<file path="src/rtl/avalon_mm_loopback_slave.sv">
// Avalon-MM loopback slave: DATA push/pop FIFO, STATUS with sticky flags, SCRATCH and ID registers.
// Latency: reads return READ_LATENCY cycles after accept, fully pipelined.
// Backpressure: none; every access is accepted the cycle it is presented.

// Show-ahead FIFO: head_dat is the current head, so a pop can return it in the accept cycle.
// The caller guards push-when-full and pop-when-empty.
module avalon_mm_loopback_fifo #(
  parameter int WIDTH = 32,
  parameter int DEPTH = 16
) (
  input  logic                       clk,
  input  logic                       rst,
  input  logic                       push,
  input  logic [WIDTH-1:0]           push_dat,
  input  logic                       pop,
  output logic [WIDTH-1:0]           head_dat,
  output logic [$clog2(DEPTH):0]     count
);
  localparam int AW = $clog2(DEPTH);

  logic [WIDTH-1:0] mem [DEPTH];
  logic [AW-1:0]    wr_ptr;
  logic [AW-1:0]    rd_ptr;

  always_ff @(posedge clk) begin
    if (push) mem[wr_ptr] <= push_dat;
  end

  always_ff @(posedge clk or posedge rst) begin
    if (rst) begin
      wr_ptr <= '0;
      rd_ptr <= '0;
      count  <= '0;
    end else begin
      if (push) wr_ptr <= wr_ptr + 1'b1;
      if (pop)  rd_ptr <= rd_ptr + 1'b1;
      count <= count + (AW+1)'(push) - (AW+1)'(pop);
    end
  end

  assign head_dat = mem[rd_ptr];
endmodule

module avalon_mm_loopback_slave #(
  parameter int          DATA_WIDTH   = 32,
  parameter int          ADDR_WIDTH   = 32,
  parameter int          FIFO_DEPTH   = 16,
  parameter int          READ_LATENCY = 2,
  parameter logic [31:0] ID_VALUE     = 32'hC0DE_0001
) (
  input  logic                  clk,
  input  logic                  rst,
  input  logic [ADDR_WIDTH-1:0] address,
  input  logic                  read,
  input  logic                  write,
  input  logic [DATA_WIDTH-1:0] writedata,
  output logic [DATA_WIDTH-1:0] readdata,
  output logic                  readdatavalid,
  output logic                  not_empty
);
  localparam int CW = $clog2(FIFO_DEPTH) + 1;

  logic [1:0]            a;
  logic                  rd_acc, rd_data, wr_data, wr_status;
  logic                  full, empty, push, pop;
  logic [CW-1:0]         count, cnt_nxt;
  logic [8:0]            cnt9;
  logic [DATA_WIDTH-1:0] head_dat, scratch, status, rsel;
  logic                  ovf, udf, col;
  logic                  pipe_vld [READ_LATENCY];
  logic [DATA_WIDTH-1:0] pipe_dat [READ_LATENCY];

  assign a         = address[1:0];
  // A read colliding with a write is dropped outright; the write still lands.
  assign rd_acc    = read & ~write;
  assign rd_data   = rd_acc && (a == 2'd0);
  assign wr_data   = write && (a == 2'd0);
  assign wr_status = write && (a == 2'd1);
  assign empty     = (count == '0);
  assign full      = (count == CW'(FIFO_DEPTH));
  assign push      = wr_data & ~full;
  assign pop       = rd_data & ~empty;
  assign cnt_nxt   = count + CW'(push) - CW'(pop);
  assign cnt9      = 9'(count);

  avalon_mm_loopback_fifo #(.WIDTH(DATA_WIDTH), .DEPTH(FIFO_DEPTH)) u_fifo (
    .clk      (clk),
    .rst      (rst),
    .push     (push),
    .push_dat (writedata),
    .pop      (pop),
    .head_dat (head_dat),
    .count    (count)
  );

  always_comb begin
    status     = '0;
    status[7:0] = cnt9[7:0];
    status[16] = empty;
    status[17] = full;
    status[24] = ovf;
    status[25] = udf;
    status[26] = col;
  end

  always_comb begin
    rsel = '0;
    case (a)
      2'd0:    rsel = empty ? '0 : head_dat;
      2'd1:    rsel = status;
      2'd2:    rsel = scratch;
      default: rsel = DATA_WIDTH'(ID_VALUE);
    endcase
  end

  // Sticky flags: a new event in the same cycle as its W1C keeps the flag set.
  always_ff @(posedge clk or posedge rst) begin
    if (rst) begin
      ovf       <= 1'b0;
      udf       <= 1'b0;
      col       <= 1'b0;
      scratch   <= '0;
      not_empty <= 1'b0;
    end else begin
      ovf       <= (wr_data & full)   | (ovf & ~(wr_status & writedata[24]));
      udf       <= (rd_data & empty)  | (udf & ~(wr_status & writedata[25]));
      col       <= (read & write)     | (col & ~(wr_status & writedata[26]));
      if (write && (a == 2'd2)) scratch <= writedata;
      not_empty <= (cnt_nxt != '0);
    end
  end

  always_ff @(posedge clk or posedge rst) begin
    if (rst) begin
      for (int i = 0; i < READ_LATENCY; i++) begin
        pipe_vld[i] <= 1'b0;
        pipe_dat[i] <= '0;
      end
    end else begin
      pipe_vld[0] <= rd_acc;
      pipe_dat[0] <= rd_acc ? rsel : '0;
      for (int i = 1; i < READ_LATENCY; i++) begin
        pipe_vld[i] <= pipe_vld[i-1];
        pipe_dat[i] <= pipe_dat[i-1];
      end
    end
  end

  assign readdata      = pipe_dat[READ_LATENCY-1];
  assign readdatavalid = pipe_vld[READ_LATENCY-1];

  logic unused_ok;
  assign unused_ok = ^{1'b0, address[ADDR_WIDTH-1:2], cnt9[8]};
endmodule

</file>
<file path="config.mk">
export PLATFORM = sky130hd
export DESIGN_NAME = avalon_mm_loopback_slave
export DESIGN_NICKNAME = d
export VERILOG_FILES = /design/src/rtl/avalon_mm_loopback_slave.sv
export SDC_FILE = /design/constraint.sdc
export NUM_CORES = 1
export LEC_CHECK = 0
export BUFFER_PORTS_ARGS = -buffer_cell sky130_fd_sc_hd__buf_2
export CORE_MARGIN = 2
export CORE_UTILIZATION = 57
export CTS_BUF_LIST = sky130_fd_sc_hd__clkbuf_8
export CTS_CLUSTER_SIZE = 8
export DETAILED_ROUTE_END_ITERATION = 7
export PLACE_DENSITY_LB_ADDON = 0.12
export SYNTH_ARGS = -nofsm -noshare
export SYNTH_HDL_FRONTEND = slang
export SYNTH_SLANG_ARGS = --single-unit
</file>
<file path="constraint.sdc">
create_clock -name clk -period 7.3 [get_ports clk]
set_clock_uncertainty 0.1 [all_clocks]
set_input_delay 1.46 -clock clk [delete_from_list [all_inputs] [get_ports clk]]
set_output_delay 1.46 -clock clk [all_outputs]
set_load 0.03 [all_outputs]
</file>
# After elaboration in Yosys (flattened, before gate mapping)
# Memories as Yosys holds them, arrays and structs flattened.
# Cells that the tools add are included.
# classes
n_div	0
bitwise	21
reduce_logical	7
shift	0
mul	0
mux	5
n_addsub	4
n_eq_ne	3
order_cmp	0
# op_table
operator	count
case mux 32 bit (3 select lines)	1
two-way mux 32 bit	2
AND 1 bit	12
adder 4 x 1 -> 4 bit, second input constant	2
NOT 1 bit	6
adder 5 x 1 -> 5 bit	1
equality test 5 bit, second input constant	1
logical NOT 5 bit	1
nonzero test 5 bit	1
subtractor 5 x 1 -> 5 bit	1
logical AND 1 bit	4
OR 1 bit	3
equality test 2 x 1 -> 1 bit, second input constant	1
equality test 2 bit, second input constant	1
logical NOT 2 bit	1
two-way mux 1 bit	2
# totals
regBits	115
ramBits	512
output_inout_bits	34
latchBits	0
mem_bits_ro	0
input_bits	68
n_memories	1
elab_cells	53
# memory_table
name	words	width	read_ports	rd_ports_with_merged_regs	wr	line_no	source
u_fifo.mem	16	32	1	0	1	21	logic [WIDTH-1:0] mem [DEPTH];

# Longest topological paths before layout
# depth
depth_word	6
ltp_mapped	15
ltp_nobuf	14

# By module
# Synthesis repeated with hierarchy kept, for this count alone.
# hier_totals
cells_unflattened	1166
area_unflattened_um2	24048.1
# by_module_without_submodules
mod	seq_area_each_um2	area_each_um2	cells_per_inst	instances
avalon_mm_loopback_fifo	15700.1	19901.6	860	1
avalon_mm_loopback_slave	2552.4	4146.5	306	1

# Least setup slack after synthesis
# Ideal clock, no wire load.
# synth_path
kind	input port to flip-flop
startpoint	input write
endpoint	register not_empty
arrival_ns	3.858
path_buffers	1
required_time_ns	7.063
cell_stages	13
path_slack_ns	3.205
setup_time_ns	0.137
cell_sequence	or4b_4 > nand2b_1 > inv_1 > buf_2 > ha_1 > inv_1 > ha_1 > inv_1 > fa_1 > nand2b_1 > a21oi_1 > or3_1 > nand4b_1
# synth_via
elab_chain_cells	6
word_cells_on_any_way	9
cone_classes	2 x add/sub; 4 x bitwise; 3 x reduce/logical
# synth_rtl
element	line_no	source
from (decl)	55	input logic write,
NOT 1 bit	75	assign rd_acc = read & ~write;
AND 1 bit	75	
logical AND 1 bit	76	assign rd_data = rd_acc && (a == 2'd0);
AND 1 bit	82	assign pop = rd_data & ~empty;
net pop	65	logic full, empty, push, pop;
subtractor 5 x 1 -> 5 bit	83	assign cnt_nxt = count + CW'(push) - CW'(pop);
nonzero test 5 bit	129	not_empty <= (cnt_nxt != '0);
to (signal assigned)	129	
to (decl)	59	output logic not_empty
# The timed path passes the listed nets, and every way through them passes these cells.
# A chain may end at the register's enable or synchronous reset.

# Final worst setup path
# layout_path
startpoint	input address[0]
endpoint	register not_empty
# layout_via
elab_chain_cells	6
word_cells_on_any_way	8
cone_classes	2 x add/sub; 2 x bitwise; 4 x reduce/logical
# layout_rtl
element	line_no	source
from (decl)	53	input logic [ADDR_WIDTH-1:0] address,
logical NOT 2 bit (*)	76, 77	
logical AND 1 bit	77	assign wr_data = write && (a == 2'd0);
AND 1 bit	81	assign push = wr_data & ~full;
adder 5 x 1 -> 5 bit	83	
subtractor 5 x 1 -> 5 bit (*)	83	
nonzero test 5 bit (*)	129	
# Mark *: on every way between the ends. The rest lies on a longest branch, timed or not.

==> summary.txt <==
Outcome
  – Run status: finished, final reports clean

Route
  – Iter 0 DRT Violations: 966
  – Antenna viol nets, final: 0
  – Vias: ~11000
  – Final wirelength: 50400 um
  – # DRC: 0
  – Metal-1 WL: 21200 um
  – Met2 routed WL: between 20000 and 30000 um
  – WL met3: 2800 um
  – DR top layer: met5
  – Drt via density: between 6 and 7
  – Drt pass-1 iters: 5
  – Drt wl/cell: 27.0 um

Place
  – GP Congestion: between 0.7 and 0.8
  – IO buf count: 71
  – Placed Instances: between 1500 and 2000
  – Placed instance area: roughly 25000 um^2
  – Post-DP HPWL: 26300 um
  – Place WS: 1.99 ns

Floorplan
  – Die Wd: 209 um
  – Number of cell rows: 75
  – Full die area: roughly 44000 um^2
  – Core box area: 41700 um^2
  – # IOs: ~100
  – Die Ht: between 200 and 250 um
  – Initial core utilization: roughly 57%

Synthesis
  – Netlist cell types: roughly 50
  – Cell Area, Synth: 23900 um^2
  – Most frequent cell after synthesis: edfxtp_1
  – Synth warn: 0
  – Number of flops mapped to enable cells by yosys: between 500 and 600
  – Net Count, Synth: 1216
  – Syn Inst Count: between 1000 and 1500
  – Post-synth top area share: 64.3%
  – Avg Inst Size Synth: 21.0 um^2
  – Sequential fraction of the synthesis area: between 70% and 80%
  – Post-synth ARST share: between 15 and 20%
  – Most area-consuming cells after synthesis: edfxtp_1 64%, mux4_2 12%, dfrtp_1 12%, mux2_2 1.8%, buf_4 1.2%
  – Cell accounting for the most synthesized area: edfxtp_1
  – Top_reg_cell synth: edfxtp_1
  – Synthesized flop and latch total: 627
  – Most common library cells after synthesis: 512 x edfxtp_1, 129 x mux4_2, 115 x dfrtp_1

Power and ir drop
  – Final total power: 8.82 mW
  – Leak: 9.38 nW
  – Peak VDD IR: 0.199 mV
  – PwrDens: 332 nW/um^2

Critical path
  – Worst reg2reg path depth: 14
  – Maximum fanout along the worst path: 20
  – Reg2Reg Capture Point: not_empty$_DFF_PP0_
  – CP required: between 7 and 8 ns
  – Critical path endpoint category: register
  – Reg-to-reg slack, setup: 2.96 ns
  – Worst setup startpoint: address[0]
  – Critical-path top delay cell: inv_1
  – CP peak stage delay: 0.65 ns
  – Most frequent CP cell: inv_1
  – Sequence of cells on the critical path: buf_2, or4b_4, nand2b_1, inv_1, ha_1, inv_1, ha_1, inv_1, fa_1, nand2b_1, a21oi_1, or3_1, nand4b_1
  – Reg2reg start: u_fifo.count[2]$_DFF_PP0_
  – Crit path kind: input pin to register
  – Setup crit start kind: input pin
  – CP arrival: 5.11 ns

Finish
  – Share of layout cells above drive strength 1: 32.3%
  – Finished layout cell area: 26500 um^2
  – Finished Layout Cells: about 1900
  – Area growth syn-to-layout: 11.0%
  – Nets: between 1000 and 1500
  – Util after Layout: 63.7%

Clocking
  – Clk root buf: clkbuf_8
  – CTS Sinks: 627
  – H-tree depth: 3
  – Cts repair resizes: 0
  – Total CTS buffers: 100
  – Setup bufs post-CTS: 0
  – Worst-Skew Late Latency: about 0.63 ns
  – Clk buf depth: 3
  – Hold_buf cts: 0
  – CTS tree: built
  – Clk slew on worst S/H paths: approximately 0.060 ns

Worst hold path
  – Critical hold path startpoint: pipe_dat[36]$_DFF_PP0_
  – Cell count of the worst hold path: 0
  – Hold Path Class: register to register
  – WHS Endpoint: readdata[4]$_DFF_PP0_

GRT
  – Tot GR Track Use: 24.1%
  – Largest net degree at the start of global routing: 61
  – Initial antenna violation count: 2
  – GR Overflow Total: 0
  – Vias in the first global route: 11951
  – Global-route wire length before repair: 75700 um

Timing
  – Max-slew headroom: 23.9%
  – Max Clk Rate: 212 MHz
  – Final Cycle Share: approximately two thirds
  – Final Worst Setup Slack: 2.58 ns
  – Hold violation total from the final report: 0
  – Endpoints failing setup: 0
  – Slew @ Worst Pin: 1.14 ns
  – Setup_tns: 0 ns
  – Max-slew violation count: 0
  – Final min period: 4.72 ns
  – Final hold slack: roughly 0.24 ns
  – RSZ-0062 raised after global routing: false

Flow run
  – MaxCap Viol Count: 0
flip-flops by register name, summed over array words and instances, names as in the netlist:
name and flops:
readdata 32, ovf 1, pipe_dat 32, udf 1
scratch 32, u_fifo.rd_ptr 4, readdatavalid 1, col 1
u_fifo.mem 512, not_empty 1, pipe_vld 1, u_fifo.count 5
u_fifo.wr_ptr 4
cells by family (layout without fill, tap and decap cells):
group / count (synthesis) / after routing / synth area share, %
xor+xnor: 9 / 9 / 0.330
mux: 188 / 188 / 14.8
fa+ha+maj: 12 / 12 / 0.659
buf+inv: 105 / 294 / 2.53
other cells: 0 / 1 / 0
compound gates: 89 / 89 / 2.81
flops: 627 / 627 / 76.3
simple gates: 106 / 106 / 2.50
layout by cell type, fill, tap and decap left out, types with 2 or more instances in the layout:
cell type,count
o211ai_2,10
a31oi_1,4
inv_1,66
a211o_1,5
mux2_2,38
and2_0,2
a22o_1,6
nor4_1,2
mux2i_1,21
and4_2,4
nor2_1,8
clkbuf_8,121
a22oi_1,28
clkinv_2,3
dfrtp_4,2
nand3_1,20
edfxtp_1,512
nand2b_1,3
and3_2,8
inv_6,2
o211ai_1,5
ha_1,11
xnor2_1,6
nand2_1,34
o21ai_0,19
dfrtp_1,112
a21oi_1,5
clkinv_1,3
nor2b_1,5
buf_2,71
buf_4,27
and2_2,4
xor2_1,3
or3_1,3
a2bb2oi_1,4
mux4_2,129
area by class of cell:
cell class | count | area, um^2
well taps | 539 | 674
diodes | 1 | 2.50
inverters | 16 | 65.1
clock inverters | 59 | 235
repair buffers | 98 | 558
clock buffers | 121 | 1670
multi-input cells | 404 | 5070
flip-flops and latches | 627 | 18300
fillers | 2912 | 15100
worst max path at each step:
| stage | endpoint | slack (ns) | depth (start not counted) |
|---|---|---|---|
| 6_report | not_empty$_DFF_PP0_ | 2.58 | 13 |
| 5_1_grt | not_empty$_DFF_PP0_ | 2.43 | 13 |
| 4_1_cts | not_empty$_DFF_PP0_ | 2.66 | 13 |
| 3_5_place_dp | not_empty$_DFF_PP0_ | 1.99 | 13 |
| 3_3_place_gp | not_empty$_DFF_PP0_ | 2.00 | 13 |
| 2_1_floorplan | col$_DFF_PP0_ | 2.70 | 1 |
where the power goes:
part | leakage, nW | internal, mW | total (mW) | switching, mW
Clock | 1.17 | 1.49 | 2.78 | 1.29
Combinational | 2.14 | 0.881 | 1.78 | 0.898
Sequential | 6.08 | 4.07 | 4.26 | 0.194
critical path: cells and delay by family:
family,cells,cell delay (ns)
AO/OA/AOI/OAI,1,0.16
adder cells (fa/ha/maj),3,0.90
buffers and inverters,4,1.04
AND/OR/NAND/NOR,5,1.54
per-layer routing:
layer,track usage (%),vias to the layer above
li1,-,4817
met1,33.4,6053
met2,40.0,368
met3,4.07,80
met4,7.14,2
met5,0,-
Note: power is estimated with default switching activity, not from simulation.
